[src/rtl/prml_pkg.sv]
// Shared definitions for the PRML encoder and its paired decoder bench.
package prml_pkg;

    localparam logic PAIR_A = 1'b0;
    localparam logic PAIR_B = 1'b1;

    // Channel pair: a in bit 1, b in bit 0.
    typedef logic [1:0] pair_t;

    // a restores d against the previous b; b makes a^b equal the previous a.
    function automatic pair_t encode_pair(input pair_t prev, input logic d);
        logic a;
        a = prev[0] ^ d;
        return {a, a ^ prev[1]};
    endfunction

endpackage

[src/rtl/prml_encoder_if.sv]
// Word-in / channel-bit-out bus between the upstream source and the PRML encoder.
interface prml_encoder_if #(parameter int W = 8);

    logic [W-1:0] data_in;
    logic         data_valid;
    logic         data_ready;
    logic         inject_err;
    logic         out_bit;
    logic         phase;
    logic         busy;

    modport master (
        output data_in, data_valid, inject_err,
        input  data_ready, out_bit, phase, busy
    );

    modport slave (
        input  data_in, data_valid, inject_err,
        output data_ready, out_bit, phase, busy
    );

endinterface

[src/rtl/prml_serializer.sv]
// Word holding register: shifts a loaded word out MSB first, one bit per take strobe.
// Latency: a word accepted at edge k supplies its MSB from the next take onward.
// Backpressure: data_ready is low from load until the LSB has been consumed.
module prml_serializer #(
    parameter int W = 8
) (
    input  logic         clock,
    input  logic         reset,
    input  logic [W-1:0] data_in,
    input  logic         data_valid,
    output logic         data_ready,
    input  logic         take,
    output logic         d,
    output logic         consumed,
    output logic         loaded
);

    localparam int CW = $clog2(W + 1);

    logic [W-1:0]  shift;
    logic [CW-1:0] bits_left;

    assign data_ready = ~loaded & ~reset;
    assign consumed   = take & loaded;
    assign d          = shift[W-1];

    always_ff @(posedge clock or posedge reset) begin
        if (reset) begin
            shift     <= '0;
            bits_left <= '0;
            loaded    <= 1'b0;
        end else if (data_valid && data_ready) begin
            shift     <= data_in;
            bits_left <= CW'(W);
            loaded    <= 1'b1;
        end else if (consumed) begin
            shift     <= {shift[W-2:0], 1'b0};
            bits_left <= bits_left - CW'(1);
            if (bits_left == CW'(1))
                loaded <= 1'b0;
        end
    end

endmodule

[src/rtl/prml_encoder.sv]
// PRML channel encoder: each data bit becomes an (a,b) pair sent serially, idle fills with 0.
// Latency: MSB's a appears at the first pair-start edge after acceptance; a word takes 2W clocks.
// Backpressure: one word in flight; data_ready low while a word still has unsent bits.
module prml_encoder import prml_pkg::*; #(
    parameter int W = 8
) (
    input  logic          clock,
    input  logic          reset,
    prml_encoder_if.slave bus
);

    logic  phase_q;
    logic  out_q;
    logic  b_hold;
    logic  prev_a;
    logic  prev_b;
    logic  ser_d;
    logic  consumed;
    logic  loaded;
    logic  d;
    logic  b_tx;
    pair_t pair;

    prml_serializer #(.W(W)) u_ser (
        .clock      (clock),
        .reset      (reset),
        .data_in    (bus.data_in),
        .data_valid (bus.data_valid),
        .data_ready (bus.data_ready),
        .take       (phase_q == PAIR_B),
        .d          (ser_d),
        .consumed   (consumed),
        .loaded     (loaded)
    );

    assign d    = consumed & ser_d;
    assign pair = encode_pair({prev_a, prev_b}, d);
    // prev_b follows the transmitted b so only the corrupted pair decodes wrong.
    assign b_tx = pair[0] ^ bus.inject_err;

    always_ff @(posedge clock or posedge reset) begin
        if (reset) begin
            phase_q <= PAIR_B;
            out_q   <= 1'b0;
            b_hold  <= 1'b0;
            prev_a  <= 1'b0;
            prev_b  <= 1'b0;
        end else begin
            phase_q <= ~phase_q;
            if (phase_q == PAIR_B) begin
                out_q  <= pair[1];
                b_hold <= b_tx;
                prev_a <= pair[1];
                prev_b <= b_tx;
            end else begin
                out_q <= b_hold;
            end
        end
    end

    assign bus.out_bit = out_q;
    assign bus.phase   = phase_q;
    assign bus.busy    = loaded;

endmodule

[src/flat_wrapper.sv]
// flat-port wrapper written by rule: the top's interface ports become plain ports
module prml_encoder_flat import prml_pkg::*;
#(
    parameter int W = 8
)
  (clock, reset, bus_data_in, bus_data_valid, bus_inject_err, bus_data_ready, bus_out_bit, bus_phase, bus_busy);
  prml_encoder_if #(.W(W)) bus_i ();
  input  logic clock;
  input  logic reset;
  input wire logic [$bits(bus_i.data_in)-1:0] bus_data_in;
  input wire logic [$bits(bus_i.data_valid)-1:0] bus_data_valid;
  input wire logic [$bits(bus_i.inject_err)-1:0] bus_inject_err;
  output wire logic [$bits(bus_i.data_ready)-1:0] bus_data_ready;
  output wire logic [$bits(bus_i.out_bit)-1:0] bus_out_bit;
  output wire logic [$bits(bus_i.phase)-1:0] bus_phase;
  output wire logic [$bits(bus_i.busy)-1:0] bus_busy;
  assign bus_i.data_in = bus_data_in;
  assign bus_i.data_valid = bus_data_valid;
  assign bus_i.inject_err = bus_inject_err;
  assign bus_data_ready = bus_i.data_ready;
  assign bus_out_bit = bus_i.out_bit;
  assign bus_phase = bus_i.phase;
  assign bus_busy = bus_i.busy;
  prml_encoder #(.W(W)) u_core (.clock(clock), .reset(reset), .bus(bus_i));
endmodule
[config.mk]
export PLATFORM = sky130hd
export DESIGN_NAME = prml_encoder_flat
export DESIGN_NICKNAME = d
export VERILOG_FILES = /design/src/rtl/prml_pkg.sv /design/src/rtl/prml_encoder_if.sv /design/src/rtl/prml_serializer.sv /design/src/rtl/prml_encoder.sv /design/src/flat_wrapper.sv
export SDC_FILE = /design/constraint.sdc
export NUM_CORES = 1
export LEC_CHECK = 0
export ABC_AREA = 1
export CELL_PAD_IN_SITES_DETAIL_PLACEMENT = 1
export CELL_PAD_IN_SITES_GLOBAL_PLACEMENT = 2
export CORE_MARGIN = 1
export CORE_UTILIZATION = 31
export DETAILED_ROUTE_END_ITERATION = 6
export PLACE_DENSITY = 0.86
export SETUP_SLACK_MARGIN = 0.02
export SYNTH_ARGS = -nofsm -noshare
export SYNTH_HDL_FRONTEND = slang
export SYNTH_HIERARCHICAL = 1
export SYNTH_SLANG_ARGS = --single-unit
[constraint.sdc]
create_clock -name clock -period 3.2 [get_ports clock]
set_input_delay 0.64 -clock clock [delete_from_list [all_inputs] [get_ports clock]]
set_output_delay 0.64 -clock clock [all_outputs]
set_load 0.005 [all_outputs]
# --- Word level (Yosys, flattened, before mapping) ---
# Cells that the tools add are included.
op_classes:
  n_lt_le_gt_ge: 0
  n_mux: 8
  mul: 0
  n_bitwise: 9
  n_addsub: 1
  eq_ne: 1
  n_div: 0
  reduce_logical: 4
  n_shift: 0
ops:
  columns: ["operator", "n"]
  rows:
  - ["2-to-1 mux 8 bit", 2]
  - ["2-to-1 mux 4 bit", 2]
  - ["equality test 4 x 1 -> 1 bit (second input constant)", 1]
  - ["2-to-1 mux 1 bit", 4]
  - ["nonzero test 2 bit", 2]
  - ["subtractor 4 x 1 -> 4 bit (second input constant)", 1]
  - ["AND 1 bit", 3]
  - ["NOT 1 bit", 3]
  - ["XOR 1 bit", 3]
  - ["AND reduction 2 bit", 1]
  - ["logical AND 1 bit", 1]
word_totals:
  n_memories: 0
  inputBits: 12
  output_inout_bits: 4
  register_bits: 17
  ram_bits: 0
  latchBits: 0
  mem_bits_ro: 0
  elab_cells: 30

# --- Longest topological paths before layout ---
# Gate-level depths: netlist of the first run.
logic_depth:
  word_depth: 5
  mapped_depth: 9
  depth_no_buf: 9

# --- Modules after synthesis ---
# Netlist of the first run, hierarchy kept.
modules_own_cells:
  columns: ["mod", "seq_area_each_um2", "cells_each", "instances", "area_per_inst_um2"]
  rows:
  - ["prml_serializer", 325.3, 86, 1, 696.9]
  - ["prml_encoder", 101.3, 23, 1, 185.2]

# --- Least setup slack after synthesis of the first run ---
# No wires, ideal clock.
synth_timing:
  kind: "input to output"
  startpoint: "input reset"
  endpoint: "output bus_data_ready"
  slack_ns: 1.740
  path_buffers: 0
  required_ns: 2.560
  stages: 1
  t_arrival_ns: 0.820
  cell_sequence: "nor2_4"
synth_between:
  elab_chain_cells: 2
synth_lines:
  columns: ["item", "line", "text"]
  rows:
  - ["start: declaration", "flat_wrapper.sv:9", "input logic reset;"]
  - ["NOT 1 bit", "prml_serializer.sv:23", "assign data_ready = ~loaded & ~reset;"]
  - ["AND 1 bit", "prml_serializer.sv:23", null]
  - ["end: declaration", "flat_wrapper.sv:13", "output wire logic [$bits(bus_i.data_ready)-1:0] bus_data_ready;"]
# Every way passes these cells.

# --- Worst setup path after layout of the first run ---
# Ends and elaborated chain as after synthesis.

==> impl_metrics.py, run 1 <==
metrics = {
    "run_status": {
        "status": "complete, no violations",
    },
    "routing": {
        "drcViolationCount": 0,
        "ant_nets": 0,
        "drt-pass1-iter-count": 3,
        "drtIter0Drc": 18,
        "viasPerCell": 5.03,
        "finalWirelength_um": 1940,
        "vias": 784,
        "wl_per_cell_um": 12.4,
    },
    "worst_setup_path": {
        "crit_required_ps": 2560,
        "start_kind": "input pin",
        "cp.arrival_ps": 1790,
        "worst-path-buf-inv": 2,
        "crit_chain": "clkdlybuf4s50_1, nor2_4, clkdlybuf4s50_1",
        "end_kind": "output port",
        "worstSetupPathType": "input pin to output port",
        "slowest_delay_ps": 510,
        "r2r_start": "u_core/bus.phase$_DFF_PP1_",
        "reg2reg_depth": 9,
        "worst_path_most_repeated_cell": "clkdlybuf4s50_1",
        "regToRegEndpoint": "u_core/b_hold$_DFFE_PP0P_",
        "crit_slowest_cell": "clkdlybuf4s50_1",
        "critPathMaxFanout": 3,
        "worst_path_dominant_cell_family": "buffers and inverters",
        "regToRegSetupSlack_ps": 1400,
    },
    "die": {
        "die_area_mm2": 0.00306,
        "die_y_um": 55.3,
        "rows": 18,
        "initial_core_util_pct": 34.1,
        "die_x_um": 55.3,
        "core_mm2": 0.00259,
        "io_pins": 16,
    },
    "clocking": {
        "clock_path_buffers": 2,
        "clkTransAtPathRegs_ps": 100,
        "cts_max_level": 1,
        "cts_inserted_buffers": 3,
        "cts_tree": "done",
        "cts_setup_buffers": 0,
        "cts-resized-gates": 0,
        "worstSkewPairLatency_ps": 290,
        "ctsHoldBuffers": 0,
        "cts-root-buf": "clkbuf_4",
        "cts_sinks": 17,
    },
    "layout": {
        "area_growth_pct": 22.6,
        "final_area_mm2": 0.00108,
        "nets": 141,
        "layout_commonest_cell": "nand2_1",
        "drive_gt1_share_pct": 7.94,
        "final_cell_mix": "nand2_1, nand3_1, dfrtp_1",
        "fillerInstances": 327,
        "antennaDiodeCount": 0,
        "final_util_pct": 41.7,
    },
    "placed_design": {
        "portBuffers": 15,
        "hpwl_um": 1450,
        "gp_congestion": 0.727,
        "dpl-instance-area_mm2": 0.00105,
    },
    "sta": {
        "setup_viol": 0,
        "grt_setup_unrepaired": "false",
        "clock_skew_ps": 4.71,
        "hold_viol": 0,
        "min_period_ps": 2430,
        "worst_slew_pin_slew_ps": 591,
        "drv_slew": 0,
        "relSlewSlack_pct": 60.5,
        "finalCritPeriodShare_pct": 75.8,
        "fin_tns_setup_ps": 0,
        "holdWs_ps": 508,
        "max_freq_ghz": 0.412,
    },
    "yosys": {
        "postSynthAreaPerCell_um2": 8.09,
        "synth_cell_type_count": 19,
        "synthesis.area_um2": 882,
        "ys_seq_area_share_pct": 48.4,
        "yosys_warnings": 6,
        "syn_nets": 123,
        "synthCells": 109,
        "ys_seq_elements": 17,
    },
    "global_routing": {
        "grt_util_all_layers_pct": 14.2,
        "grt_pass1_vias": 768,
        "overflow": 0,
        "grt_max_degree": 19,
        "grt_pass1_wl_um": 3430,
        "grt_antenna_before_repair": 0,
    },
    "min_path": {
        "worst_hold_path.endpoint": "u_core/u_ser/bits_left[3]$_DFFE_PP0P_",
        "min_delay_path_depth": 2,
        "min-delay-start": "u_core/u_ser/bits_left[3]$_DFFE_PP0P_",
        "min_path_type": "flop to flop",
    },
    "pwr": {
        "p_per_area_mw_per_mm2": 804,
        "p_leak_nw": 0.559,
        "peakVddDrop_mv": 0.375,
    },
    "run": {
        "maxCapViolCount": 0,
    },
}
-- synth_stat cells --
cell,instances,area [um2]
buf_6,1,11.3
nand2_1,39,146
buf_4,1,7.51
buf_2,1,5.00
xnor2_1,1,8.76
ha_1,2,25.0
nor2_1,3,11.3
nor2_4,1,11.3
dfrtp_1,16,400
nand2_4,1,11.3
inv_2,1,3.75
nand3b_1,5,37.5
inv_1,10,37.5
dfstp_2,1,26.3
xor2_1,1,8.76
o21ai_0,4,20.0
nor3_1,1,5.00
nand3_2,1,10.0
nand3_1,19,95.1
-- through the flow --
step | instances | power [mW] | worst slack (ps)
finish | 156 | 0.869 | 774
detailed placement | 152 | 0.769 | 768
floorplan | 109 | 0.647 | 1740
global route | 156 | 0.961 | 721
CTS | 156 | 0.888 | 756
global placement | 152 | 0.743 | 777
-- power breakdown --
group          internal [mW]  total [mW]  switching, mW
Combinational          0.155       0.367          0.212
Sequential             0.314       0.386         0.0716
Clock                 0.0466       0.116         0.0697
-- cell families (layout without fill, tap and decap cells) --
family | after synthesis | in the layout | synth area share (%)
AO/OA/AOI/OAI | 4 | 4 | 2.27
XOR/XNOR | 2 | 2 | 1.99
adder cells (fa/ha/maj) | 2 | 2 | 2.84
buffers and inverters | 14 | 31 | 7.38
flip-flops | 17 | 17 | 48.4
AND/OR/NAND/NOR | 70 | 70 | 37.2
-- worst register-to-register path, delay by kind of cell, from the launching register on --
kind | cells | cell delay (ps)
buffers and inverters | 2 | 360
flip-flops | 1 | 600
AND/OR/NAND/NOR | 7 | 740
-- sequential cells by signal, summed over array words and instances (netlist names) --
name                    count
u_core/u_ser/shift          8
u_core/u_ser/bits_left      4
u_core/b_hold               1
u_core/bus.out_bit          1
u_core/bus.phase            1
u_core/prev_a               1
u_core/u_ser/loaded         1
-- how the worst max path moves through the flow --
stage	end	startpoint	cells after the start
after floorplan	bus_data_ready	reset	1
after global placement	bus_data_ready	reset	3
after detailed placement	bus_data_ready	reset	3
after CTS	bus_data_ready	reset	3
after global routing	bus_data_ready	reset	3
final	bus_data_ready	reset	3
-- layer usage --
metal  part of all wire [%]  vias to the layer above  GRT usage (%)
met2                     49                       14           23.9
met1                     46                      381           16.6
met4                    1.1                        0           4.29
li1                       -                      384              -
met5                      0                        -              0
met3                    4.1                        5           5.39
-- final cells by class --
type                       count  area, um2  share of cell area (%)
inverter                      11       41.3                    3.82
timing repair buffer          16        158                    14.6
multi-input combinational     78        390                    36.1
tap                           30       37.5                    3.47
sequential                    17        427                    39.5
clock inverter                 1       5.00                   0.463
clock buffer                   3       22.5                    2.08
Power figures use the tool's default switching activity.
==> run 2, diff against run 1 <==
- CORE_UTILIZATION: 31 -> 26
- PLACE_DENSITY: 0.86 -> 0.77
- clock period: 3.2 -> 2.05 ns (I/O delays scaled with it)
==> run 2 against run 1 <==
  * Clock-buffer cell count stayed put
  * Clock power is 51% higher
  * Non-clock buffer count grew 1
  * Final area rose by 2.3%
  * Via count shrank 3.8%
  * Clock skew increased by 1.9 ps
  * Critical path type unchanged
  * Largest cell class unchanged
  * Largest power group unchanged
==> impl_metrics.py, run 2 (synthesis gave the netlist of run 1 again) <==
metrics = {
    "sta": {
        "clock_skew_ps": 6.65,
        "finalCritPeriodShare_pct": 94.7,
        "hold_viol": 0,
        "drv_slew": 0,
        "fin_tns_setup_ps": 0,
        "min_period_ps": 1940,
        "relSlewSlack_pct": 66.6,
        "setup_viol": 0,
        "worst_slew_pin_slew_ps": 501,
        "max_freq_ghz": 0.515,
        "worst_slack_ps": 109,
        "grt_setup_unrepaired": "false",
    },
    "layout": {
        "final_cell_mix": "nand2_1, nand3_1, dfrtp_1",
        "area_growth_pct": 25.4,
        "drive_gt1_share_pct": 8.66,
        "layout_commonest_cell": "nand2_1",
        "fin_cells": 171,
        "largest_reg_flops": 8,
        "nets": 142,
        "top_register": "u_core/u_ser/shift",
        "largestRegisters": "u_core/u_ser/shift (8), u_core/u_ser/bits_left (4)",
        "antennaDiodeCount": 0,
    },
    "worst_setup_path": {
        "slowest_delay_ps": 510,
        "worstSetupPathType": "input pin to output port",
        "crit_chain": "clkdlybuf4s50_1, nor2_4, clkdlybuf4s50_1",
        "r2r_start": "u_core/bus.phase$_DFF_PP1_",
        "critPathMaxFanout": 3,
        "reg2reg_depth": 9,
        "start_kind": "input pin",
        "regToRegEndpoint": "u_core/b_hold$_DFFE_PP0P_",
        "end_kind": "output port",
        "crit_slowest_cell": "clkdlybuf4s50_1",
        "cp.arrival_ps": 1530,
        "crit_required_ps": 1640,
        "regToRegSetupSlack_ps": 660,
        "worst_path_most_repeated_cell": "clkdlybuf4s50_1",
    },
    "placed_design": {
        "placed_cells": 167,
        "place_ws_ps": 116,
        "hpwl_um": 1450,
        "gp_congestion": 0.698,
        "portBuffers": 15,
    },
    "clocking": {
        "cts-root-buf": "clkbuf_4",
        "cts_setup_buffers": 0,
        "cts_tree": "done",
        "cts_max_level": 1,
        "ctsHoldBuffers": 0,
        "cts_sinks": 17,
        "clock_path_buffers": 2,
        "cts-resized-gates": 0,
        "clkTransAtPathRegs_ps": 100,
        "worstSkewPairLatency_ps": 280,
        "cts_inserted_buffers": 3,
    },
    "routing": {
        "drt-pass1-iter-count": 3,
        "drcViolationCount": 0,
        "vias": 754,
        "finalWirelength_um": 1890,
        "ant_nets": 0,
        "wl_per_cell_um": 11.1,
        "drtIter0Drc": 8,
        "viasPerCell": 4.41,
    },
    "pwr": {
        "p_leak_nw": 0.564,
        "p_per_area_mw_per_mm2": 1240,
        "peakVddDrop_mv": 0.312,
    },
    "min_path": {
        "min_path_type": "input pin to asynchronous set/reset pin",
    },
    "global_routing": {
        "grt_pass1_wl_um": 3390,
        "overflow": 0,
        "grt_max_degree": 19,
        "grt_antenna_before_repair": 0,
        "grt_pass1_vias": 793,
        "grt_util_all_layers_pct": 12.7,
    },
    "die": {
        "die_y_um": 60.2,
        "initial_core_util_pct": 28.2,
        "io_pins": 16,
        "rows": 20,
        "die_area_mm2": 0.00363,
        "die_x_um": 60.2,
        "core_mm2": 0.00313,
    },
    "run_status": {
        "status": "complete, no violations",
    },
    "run": {
        "maxCapViolCount": 0,
    },
}
run 2: changes by cell type in the layout (fill, tap and decap cells not counted):
cell,before,now
buf_4,1,2
run 2: stage by stage:
step	power, mW	utilization [%]	area (um2)	hold WS (ps)
after detailed placement	1.22	34.5	1080	493
after floorplan	1.01	-	882	175
after global routing	1.52	35.4	1110	414
final	1.37	35.4	1110	410
after CTS	1.41	35.4	1110	404
after global placement	1.17	34.5	1080	465
run 2: worst max path at each step:
stage	start	end	cells after the start
global placement	reset	bus_data_ready	3
finish	reset	bus_data_ready	3
detailed placement	reset	bus_data_ready	3
floorplan	u_core/bus.phase$_DFF_PP1_	u_core/b_hold$_DFFE_PP0P_	9
CTS	reset	bus_data_ready	3
global route	reset	bus_data_ready	3
run 2: metal layers:
metal	GRT usage, %	share of wire (%)
met1	15.0	50
met2	22.4	46
met3	3.03	4.4
met4	3.99	0.48
met5	0	0
run 2: area by class of cell:
cell class                 count  area, um2
clock buffer                   3       22.5
clock inverter                 1       5.00
fill                         394       2020
inverter                      11       41.3
multi-input combinational     78        390
sequential                    17        427
tap                           44       55.1
timing repair buffer          17        165
run 2: worst max-delay path, delay by kind of cell:
kind                   cells  cell delay [ps]
buffers and inverters      2              990
AND/OR/NAND/NOR            1              130
run 2: power by group:
| part | internal [mW] | total [mW] | switching, mW |
|---|---|---|---|
| logic | 0.253 | 0.600 | 0.347 |
| clock network | 0.0723 | 0.175 | 0.103 |
| registers | 0.491 | 0.600 | 0.109 |
| total | 0.816 | 1.37 | 0.559 |
